<file path="src/rtl/bf_io_responder.sv">
// I/O responder for the bfX core: serves `,` reads from an RX FIFO and `.` writes
// into a TX FIFO, stalling the core while the addressed FIFO cannot take part.
module bf_io_responder #(
   parameter int DEPTH = 4,
   parameter int AW    = 2
) (
   input  logic          clk,
   input  logic          rst_n,
   input  logic          io_req,
   input  logic          io_dir,
   input  logic [7:0]    io_wdata,
   output logic [7:0]    io_rdata,
   output logic          io_ack,
   output logic          io_stall,
   input  logic          host_in_valid,
   input  logic [7:0]    host_in_data,
   output logic          host_in_ready,
   output logic          host_out_valid,
   output logic [7:0]    host_out_data,
   input  logic          host_out_ready,
   output logic [AW:0]   rx_count,
   output logic [AW:0]   tx_count,
   output logic [1:0]    dbg_state
);

   // Handshakes: a byte moves on a rising edge where valid and ready are both high;
   // ready never depends combinationally on valid, and valid/data hold until accepted.

   localparam logic [1:0] S_IDLE = 2'd0;
   localparam logic [1:0] S_WAIT = 2'd1;
   localparam logic [1:0] S_ACK  = 2'd2;

   localparam logic [AW:0] FULL_CNT = (AW+1)'(DEPTH);

   logic [1:0]    r_state;
   logic          r_dir;
   logic [7:0]    r_wdata;
   logic [7:0]    r_rdata;

   logic [7:0]    r_rx_mem [DEPTH];
   logic [AW-1:0] r_rx_wp;
   logic [AW-1:0] r_rx_rp;
   logic [AW:0]   r_rx_cnt;

   logic [7:0]    r_tx_mem [DEPTH];
   logic [AW-1:0] r_tx_wp;
   logic [AW-1:0] r_tx_rp;
   logic [AW:0]   r_tx_cnt;

   logic w_rx_full;
   logic w_rx_empty;
   logic w_tx_full;
   logic w_tx_empty;
   logic w_host_push;
   logic w_host_pop;
   logic w_core_push;
   logic w_core_pop;

   assign w_rx_full   = (r_rx_cnt == FULL_CNT);
   assign w_rx_empty  = (r_rx_cnt == '0);
   assign w_tx_full   = (r_tx_cnt == FULL_CNT);
   assign w_tx_empty  = (r_tx_cnt == '0);

   assign w_host_push = host_in_valid & ~w_rx_full;
   assign w_host_pop  = host_out_ready & ~w_tx_empty;
   assign w_core_pop  = (r_state == S_WAIT) & ~r_dir & ~w_rx_empty;
   // A full TX still accepts the core's byte when the host frees the head slot this edge.
   assign w_core_push = (r_state == S_WAIT) & r_dir & (~w_tx_full | w_host_pop);

   assign host_in_ready  = ~w_rx_full;
   assign host_out_valid = ~w_tx_empty;
   assign host_out_data  = w_tx_empty ? 8'h00 : r_tx_mem[r_tx_rp];
   assign rx_count       = r_rx_cnt;
   assign tx_count       = r_tx_cnt;
   assign io_rdata       = r_rdata;
   assign io_ack         = (r_state == S_ACK);
   assign io_stall       = (r_state == S_WAIT);
   assign dbg_state      = r_state;

   always_ff @(posedge clk) begin
      if (w_host_push) r_rx_mem[r_rx_wp] <= host_in_data;
      if (w_core_push) r_tx_mem[r_tx_wp] <= r_wdata;
   end

   always_ff @(posedge clk or negedge rst_n) begin
      if (!rst_n) begin
         r_rx_wp  <= '0;
         r_rx_rp  <= '0;
         r_rx_cnt <= '0;
      end else begin
         if (w_host_push) r_rx_wp <= r_rx_wp + AW'(1);
         if (w_core_pop)  r_rx_rp <= r_rx_rp + AW'(1);
         case ({w_host_push, w_core_pop})
            2'b10:   r_rx_cnt <= r_rx_cnt + 1'b1;
            2'b01:   r_rx_cnt <= r_rx_cnt - 1'b1;
            default: r_rx_cnt <= r_rx_cnt;
         endcase
      end
   end

   always_ff @(posedge clk or negedge rst_n) begin
      if (!rst_n) begin
         r_tx_wp  <= '0;
         r_tx_rp  <= '0;
         r_tx_cnt <= '0;
      end else begin
         if (w_core_push) r_tx_wp <= r_tx_wp + AW'(1);
         if (w_host_pop)  r_tx_rp <= r_tx_rp + AW'(1);
         case ({w_core_push, w_host_pop})
            2'b10:   r_tx_cnt <= r_tx_cnt + 1'b1;
            2'b01:   r_tx_cnt <= r_tx_cnt - 1'b1;
            default: r_tx_cnt <= r_tx_cnt;
         endcase
      end
   end

   always_ff @(posedge clk or negedge rst_n) begin
      if (!rst_n) begin
         r_state <= S_IDLE;
         r_dir   <= 1'b0;
         r_wdata <= 8'h00;
         r_rdata <= 8'h00;
      end else begin
         case (r_state)
            S_IDLE: begin
               if (io_req) begin
                  r_dir   <= io_dir;
                  r_wdata <= io_wdata;
                  r_state <= S_WAIT;
               end
            end
            S_WAIT: begin
               if (w_core_pop) r_rdata <= r_rx_mem[r_rx_rp];
               if (w_core_pop | w_core_push) r_state <= S_ACK;
            end
            S_ACK:   r_state <= S_IDLE;
            default: r_state <= S_IDLE;
         endcase
      end
   end

endmodule

</file>
<file path="config.mk">
export PLATFORM = sky130hd
export DESIGN_NAME = bf_io_responder
export DESIGN_NICKNAME = d
export VERILOG_FILES = /design/src/rtl/bf_io_responder.sv
export SDC_FILE = /design/constraint.sdc
export NUM_CORES = 1
export LEC_CHECK = 0
export CAP_MARGIN = 20
export CORE_MARGIN = 2
export CORE_UTILIZATION = 46
export DETAILED_ROUTE_END_ITERATION = 8
export HOLD_SLACK_MARGIN = 0.12
export PLACE_DENSITY = 0.76
export REMOVE_ABC_BUFFERS = 1
export SYNTH_ARGS = -nofsm -noshare
export SYNTH_HDL_FRONTEND = slang
export SYNTH_SLANG_ARGS = --single-unit
</file>
<file path="constraint.sdc">
create_clock -name clk -period 2.5 [get_ports clk]
set_input_delay 0.375 -clock clk [delete_from_list [all_inputs] [get_ports clk]]
set_output_delay 0.375 -clock clk [all_outputs]
set_load 0.05 [all_outputs]
</file>
# ---- Yosys cells after proc, flatten, opt, wreduce, memory -nomap -nowiden
# Memories as Yosys holds them, arrays and structs flattened. A register that Yosys moved wholly into a read port is not among the register bits.
# Index checks and enable logic that the tools add are counted.
dict set report word_totals {
  regBits 25
  ramBits 64
  wordCells 61
  latchBits 0
  in_bits 22
  n_memories 2
  output_inout_bits 28
  rom_bits 0
}
dict set report classes {
  shifts 0
  reduce_logical 9
  eq_ne 10
  order_cmp 0
  muxes 10
  n_bitwise 13
  div_mod_pow 0
  n_addsub 8
  n_mul 0
}
# memory words word_bits rd rd_ports_with_merged_regs wr line
set mem_list {}
lappend mem_list {r_rx_mem 4 8 1 1 1 40} ;# logic [7:0] r_rx_mem [DEPTH];
lappend mem_list {r_tx_mem 4 8 1 0 1 45} ;# logic [7:0] r_tx_mem [DEPTH];
# cell n
set op_table {}
lappend op_table {{one-hot mux 3 bit (2 select lines)} 2}
lappend op_table {{adder 2 x 1 -> 2 bit, second input constant} 4}
lappend op_table {{two-way mux 8 bit} 1}
lappend op_table {{adder 3 x 1 -> 3 bit, second input constant} 2}
lappend op_table {{AND 1 bit} 6}
lappend op_table {{equality test 2 x 1 -> 1 bit, second input constant} 3}
lappend op_table {{equality test 2 bit, second input constant} 3}
lappend op_table {{equality test 3 bit, second input constant} 2}
lappend op_table {{logical NOT 3 bit} 2}
lappend op_table {{AND reduction 2 bit} 3}
lappend op_table {{subtractor 3 x 1 -> 3 bit, second input constant} 2}
lappend op_table {{inverter 1 bit} 5}
lappend op_table {{two-way mux 1 bit} 4}
lappend op_table {{two-way mux 2 bit} 2}
lappend op_table {{one-hot mux 2 bit (2 select lines)} 1}
lappend op_table {{nonzero test 2 bit} 2}
lappend op_table {{logical NOT 2 bit} 1}
lappend op_table {{!= test 2 x 1 -> 1 bit, second input constant} 1}
lappend op_table {{!= test 2 bit, second input constant} 1}
lappend op_table {{bitwise OR 1 bit} 2}
lappend op_table {{logical NOT 1 bit} 1}

# ---- Logic depth before layout (Yosys ltp)
dict set report depth {
  ltp_word 8
  mapped_depth 10
  ltp_nobuf 10
}

# ---- Worst setup path before layout
# Ideal clock, no wire load.
dict set report synth_path {
  kind {reg2reg}
  startpoint {register r_rx_cnt[2], in the netlist rx_count[2]}
  endpoint {register r_rx_cnt[2], in the netlist rx_count[2]}
  stages_incl_launch_ff 10
  t_required_ns 2.418
  setup_time_ns 0.082
  slack_ns -0.222
  path_buffers 0
  t_arrival_ns 2.640
  synth_period_minus_slack_ns 2.722
  cell_sequence {dfrtp_1 -> nand3_1 -> and2_1 -> inv_1 -> ha_1 -> inv_1 -> fa_1 -> xor2_1 -> nor2_1 -> xor2_1}
}
dict set report synth_via {
  elab_chain_cells 5
  elab_cells_between_ends 12
  classes_between {2 x add/sub; 3 x eq/ne; 1 x mux; 4 x bitwise; 2 x reduce/logical}
}
# item line
set synth_rtl {}
lappend synth_rtl {{start: declaration} 43} ;# logic [AW:0] r_rx_cnt;
lappend synth_rtl {{start signal: assignment} 94} ;# 2'b10: r_rx_cnt <= r_rx_cnt + 1'b1;
lappend synth_rtl {{start signal: assignment} 95} ;# 2'b01: r_rx_cnt <= r_rx_cnt - 1'b1;
lappend synth_rtl {{start signal: assignment} 96} ;# default: r_rx_cnt <= r_rx_cnt;
lappend synth_rtl {{equality test 3 bit *} 59} ;# assign w_rx_full = (r_rx_cnt == FULL_CNT);
lappend synth_rtl {{inverter 1 bit *} n/a}
lappend synth_rtl {{named net host_in_ready} 17} ;# output logic host_in_ready,
lappend synth_rtl {{AND 1 bit *} 64} ;# assign w_host_push = host_in_valid & ~w_rx_full;
lappend synth_rtl {{equality test 2 x 1 -> 1 bit or equality test 2 bit (tied branches)} 93} ;# case ({w_host_push, w_core_pop})
lappend synth_rtl {{one-hot mux 3 bit (2 select lines) or nonzero test 2 bit (tied branches)} n/a}
# The timed path passes the listed nets; every way through them passes the cells marked *.
# A chain may end at the register's enable or synchronous reset.

# ---- Final worst setup path
dict set report layout_path {
  startpoint {register r_tx_cnt[1], in the netlist tx_count[1]}
  endpoint {output host_out_valid}
}
dict set report layout_via {
  elab_chain_cells 2
}
# item line
set layout_rtl {}
lappend layout_rtl {{start: declaration} 48} ;# logic [AW:0] r_tx_cnt;
lappend layout_rtl {{start signal: assignment} 110} ;# 2'b10: r_tx_cnt <= r_tx_cnt + 1'b1;
lappend layout_rtl {{start signal: assignment} 111} ;# 2'b01: r_tx_cnt <= r_tx_cnt - 1'b1;
lappend layout_rtl {{start signal: assignment} 112} ;# default: r_tx_cnt <= r_tx_cnt;
lappend layout_rtl {{logical NOT 3 bit} 62} ;# assign w_tx_empty = (r_tx_cnt == '0);
lappend layout_rtl {{inverter 1 bit} 71} ;# assign host_out_valid = ~w_tx_empty;
lappend layout_rtl {{end: declaration} 18} ;# output logic host_out_valid,
# Every way passes these cells.

==> results.yml <==
cts:
  cts_buffers: 9
  cts_root_buffer: "clkbuf_8"
  path_clk_slew_ns: 0.09
  cts_tree: "yes"
  cts_setup_buffers: 0
  cts_sinks: 97
  cts_resized: 0
  hold_buffers: 0
  clk_path_buf_depth: 2
  cts_htree_levels: 3
  clkLatencyLatePin_ns: 0.35
floorplanning:
  rows: 34
  die_w_um: 97.7
  initial_core_util: 0.468
  dieArea_sq_mm: 0.00954
  ios: 50
  coreArea_sq_mm: 0.00864
  die_h_um: 97.7
drt:
  route.detailed.drc: 0
  highest_layer: "met4"
  drt_iter0_drc: 103
  drtAntennaViolNets: 0
  m1WireLength_mm: 2.80
  wl_per_cell_um: 17.0
  first_pass_iters: 4
  routed_wl_mm: 6.77
  wl_met3_um: 358
  routed_via_density: 5.22
  wl_met2_mm: 3.54
  vias: 2077
power:
  seqPwrFrac: 0.421
  switching_share: 0.395
  p_sw_uw: 2540
  clockPowerShare: 0.140
  ir_drop_uv: 720
  power_density_mw_per_mm2: 1340
  power.internal_uw: 3890
  p_leak_uw: 0.00181
  combPwrFrac: 0.439
outcome:
  status: "finished clean"
sta:
  setup_tns_ns: 0
  slew_violations: 0
  period_minus_slack_ns: 2.41
  fin_crit_sh: 0.965
  setup_viol: 0
  max_freq_mhz: 414
  slew_headroom: 0.648
  finClkSkew_ns: 0.00914
  tightestPinTransition_ns: 0.527
  hold_violations: 0
  layout_setup_ws_ns: 0.0865
  rsz0062_at_grt: "false"
cells_and_area:
  drive_gt1_frac: 0.200
  syn_to_final_growth_pct: 19.2
  diodes: 0
  stdcell_area_sq_mm: 0.00481
  nets: 318
logic_synthesis:
  avgSynthCellArea_sq_um: 17.8
  async_flop_share: 0.340
  synth_commonest_cells: "64 x edfxtp_1, 33 x dfrtp_1, 19 x mux2_2"
  syn_area_sq_mm: 0.00404
  yosys_warnings: 0
  synth_area_leader_cell: "edfxtp_1"
  yosysMostFrequentCell: "edfxtp_1"
  yosysUniqueCellTypes: 39
  synth.area.top_cells: "edfxtp_1 48%, dfrtp_1 20%, mux2_2 5.3%"
  syn_inst: 227
  synth_ff_type: "edfxtp_1"
  yosysSeqAreaShare: 0.681
  synth-seq-cells: 97
  synth-edff-count: 64
  synth.top_cell.area_share: 0.476
critical_path:
  crit_fanout: 7
  cp_top_family: "buffers and inverters"
  path_cells: "or3_1 > clkdlybuf4s50_1"
  cp.arrival_ns: 2.04
  slowest_stage: "clkdlybuf4s50_1"
  critPathBufInv: 1
  endpoint_kind: "output pin"
  critPathMaxStageDelay_ns: 0.74
  worst-endpoint-required_ns: 2.12
  critPathLaunchType: "flip-flop"
  critPathKind: "flip-flop to output pin"
global_route:
  grt_pass1_wl_mm: 11.2
  antenna_found_initial: 0
  grt_pass1_vias: 2186
  overflow: 0
  grt_usage: 0.155
  grt_start_max_net_pins: 34
place:
  place_area_sq_mm: 0.00464
  place_hpwl_mm: 4.78
  place.gp.congestion: 0.742
  place_ws_ns: 0.291
  port_buffers: 49
hold_path:
  hp-class: "input pin to async pin"
job:
  max_cap_violations: 0
-- final timing paths --
check	start	endpoint	slack, ns	cells after the start
setup / recovery	tx_count[1]	host_out_valid	0.09	2
hold / removal	rst_n	r_wdata[7]	0.43	2
setup reg to reg	rx_count[0]	rx_count[2]	0.43	10
hold reg to reg	io_rdata[6]	io_rdata[6]	0.52	1
max in group asynchronous	rst_n	r_tx_rp[0]	1.73	2
min in group clk	io_rdata[6]	io_rdata[6]	0.52	1
-- power groups by stage --
stage               sequential, uW  clock, uW  combinational, uW
floorplan                     3050          0               1600
global placement              2730          0               2790
detailed placement            2760          0               2850
CTS                           2720        939               2860
global route                  2790        993               3020
finish                        2710        900               2820
-- routing by layer --
layer	GRT usage	vias to the layer above
li1	-	969
met1	0.188	1046
met2	0.266	53
met3	0.0525	9
met4	0.0417	0
met5	0	-
-- cells in the final DEF, fill, tap and decap left out, types with 2 or more instances in the layout --
master	netlist	layout
clkbuf_8	0	11
mux2_2	19	19
clkdlybuf4s50_1	0	41
ha_1	9	9
buf_4	1	15
and2_1	13	13
mux4_1	7	7
nand2_1	4	4
and3_1	5	5
nand3_1	4	4
dfrtp_1	33	32
xor2_1	4	4
fa_1	2	2
mux4_2	9	9
clkbuf_1	3	5
inv_1	10	10
edfxtp_1	64	64
xnor2_1	7	7
a21oi_1	3	3
o221ai_1	2	2
nor2_1	5	5
nand3b_1	2	2
-- stage by stage --
step	total power, uW	util	hold slack (ns)	instances
after floorplan	4650	-	0.0794	218
after global placement	5520	0.537	0.495	382
after detailed placement	5610	0.537	0.500	382
after CTS	6520	0.557	0.443	398
after global routing	6810	0.557	0.458	398
final	6430	0.557	0.431	398
-- worst reg2reg max path: cells and delay by family, from the launching register on --
kind                     cells  cell delay (ns)
XOR/XNOR                     2             0.29
adder cells (fa/ha/maj)      2             0.54
buffers and inverters        3             0.24
flip-flops                   1             0.42
AND/OR/NAND/NOR              3             0.52
-- cell type report --
type                    count  area, sq um
fillers                   686         3820
flip-flops and latches     97         2750
multi-input cells         111         1200
repair buffers             56          523
clock buffers              16          170
well taps                 108          135
inverters                  10         37.5
-- kinds of logic after synthesis --
family                     share of synthesized area
and+or+nand+nor                               0.0666
muxes                                          0.151
adders and majority gates                     0.0378
buffers and inverters                         0.0229
AOI/OAI and AO/OA                             0.0170
DFF                                            0.681
xor gates and xnor gates                      0.0239
-- registers in the layout, summed over array words and instances (netlist names) --
name,count
r_tx_rp,2
r_rx_mem,32
rx_count,3
r_rx_wp,2
r_dir,1
tx_count,3
r_tx_mem,32
dbg_state,2
r_wdata,8
r_tx_wp,2
io_rdata,8
r_rx_rp,2
Power figures use the tool's default switching activity.
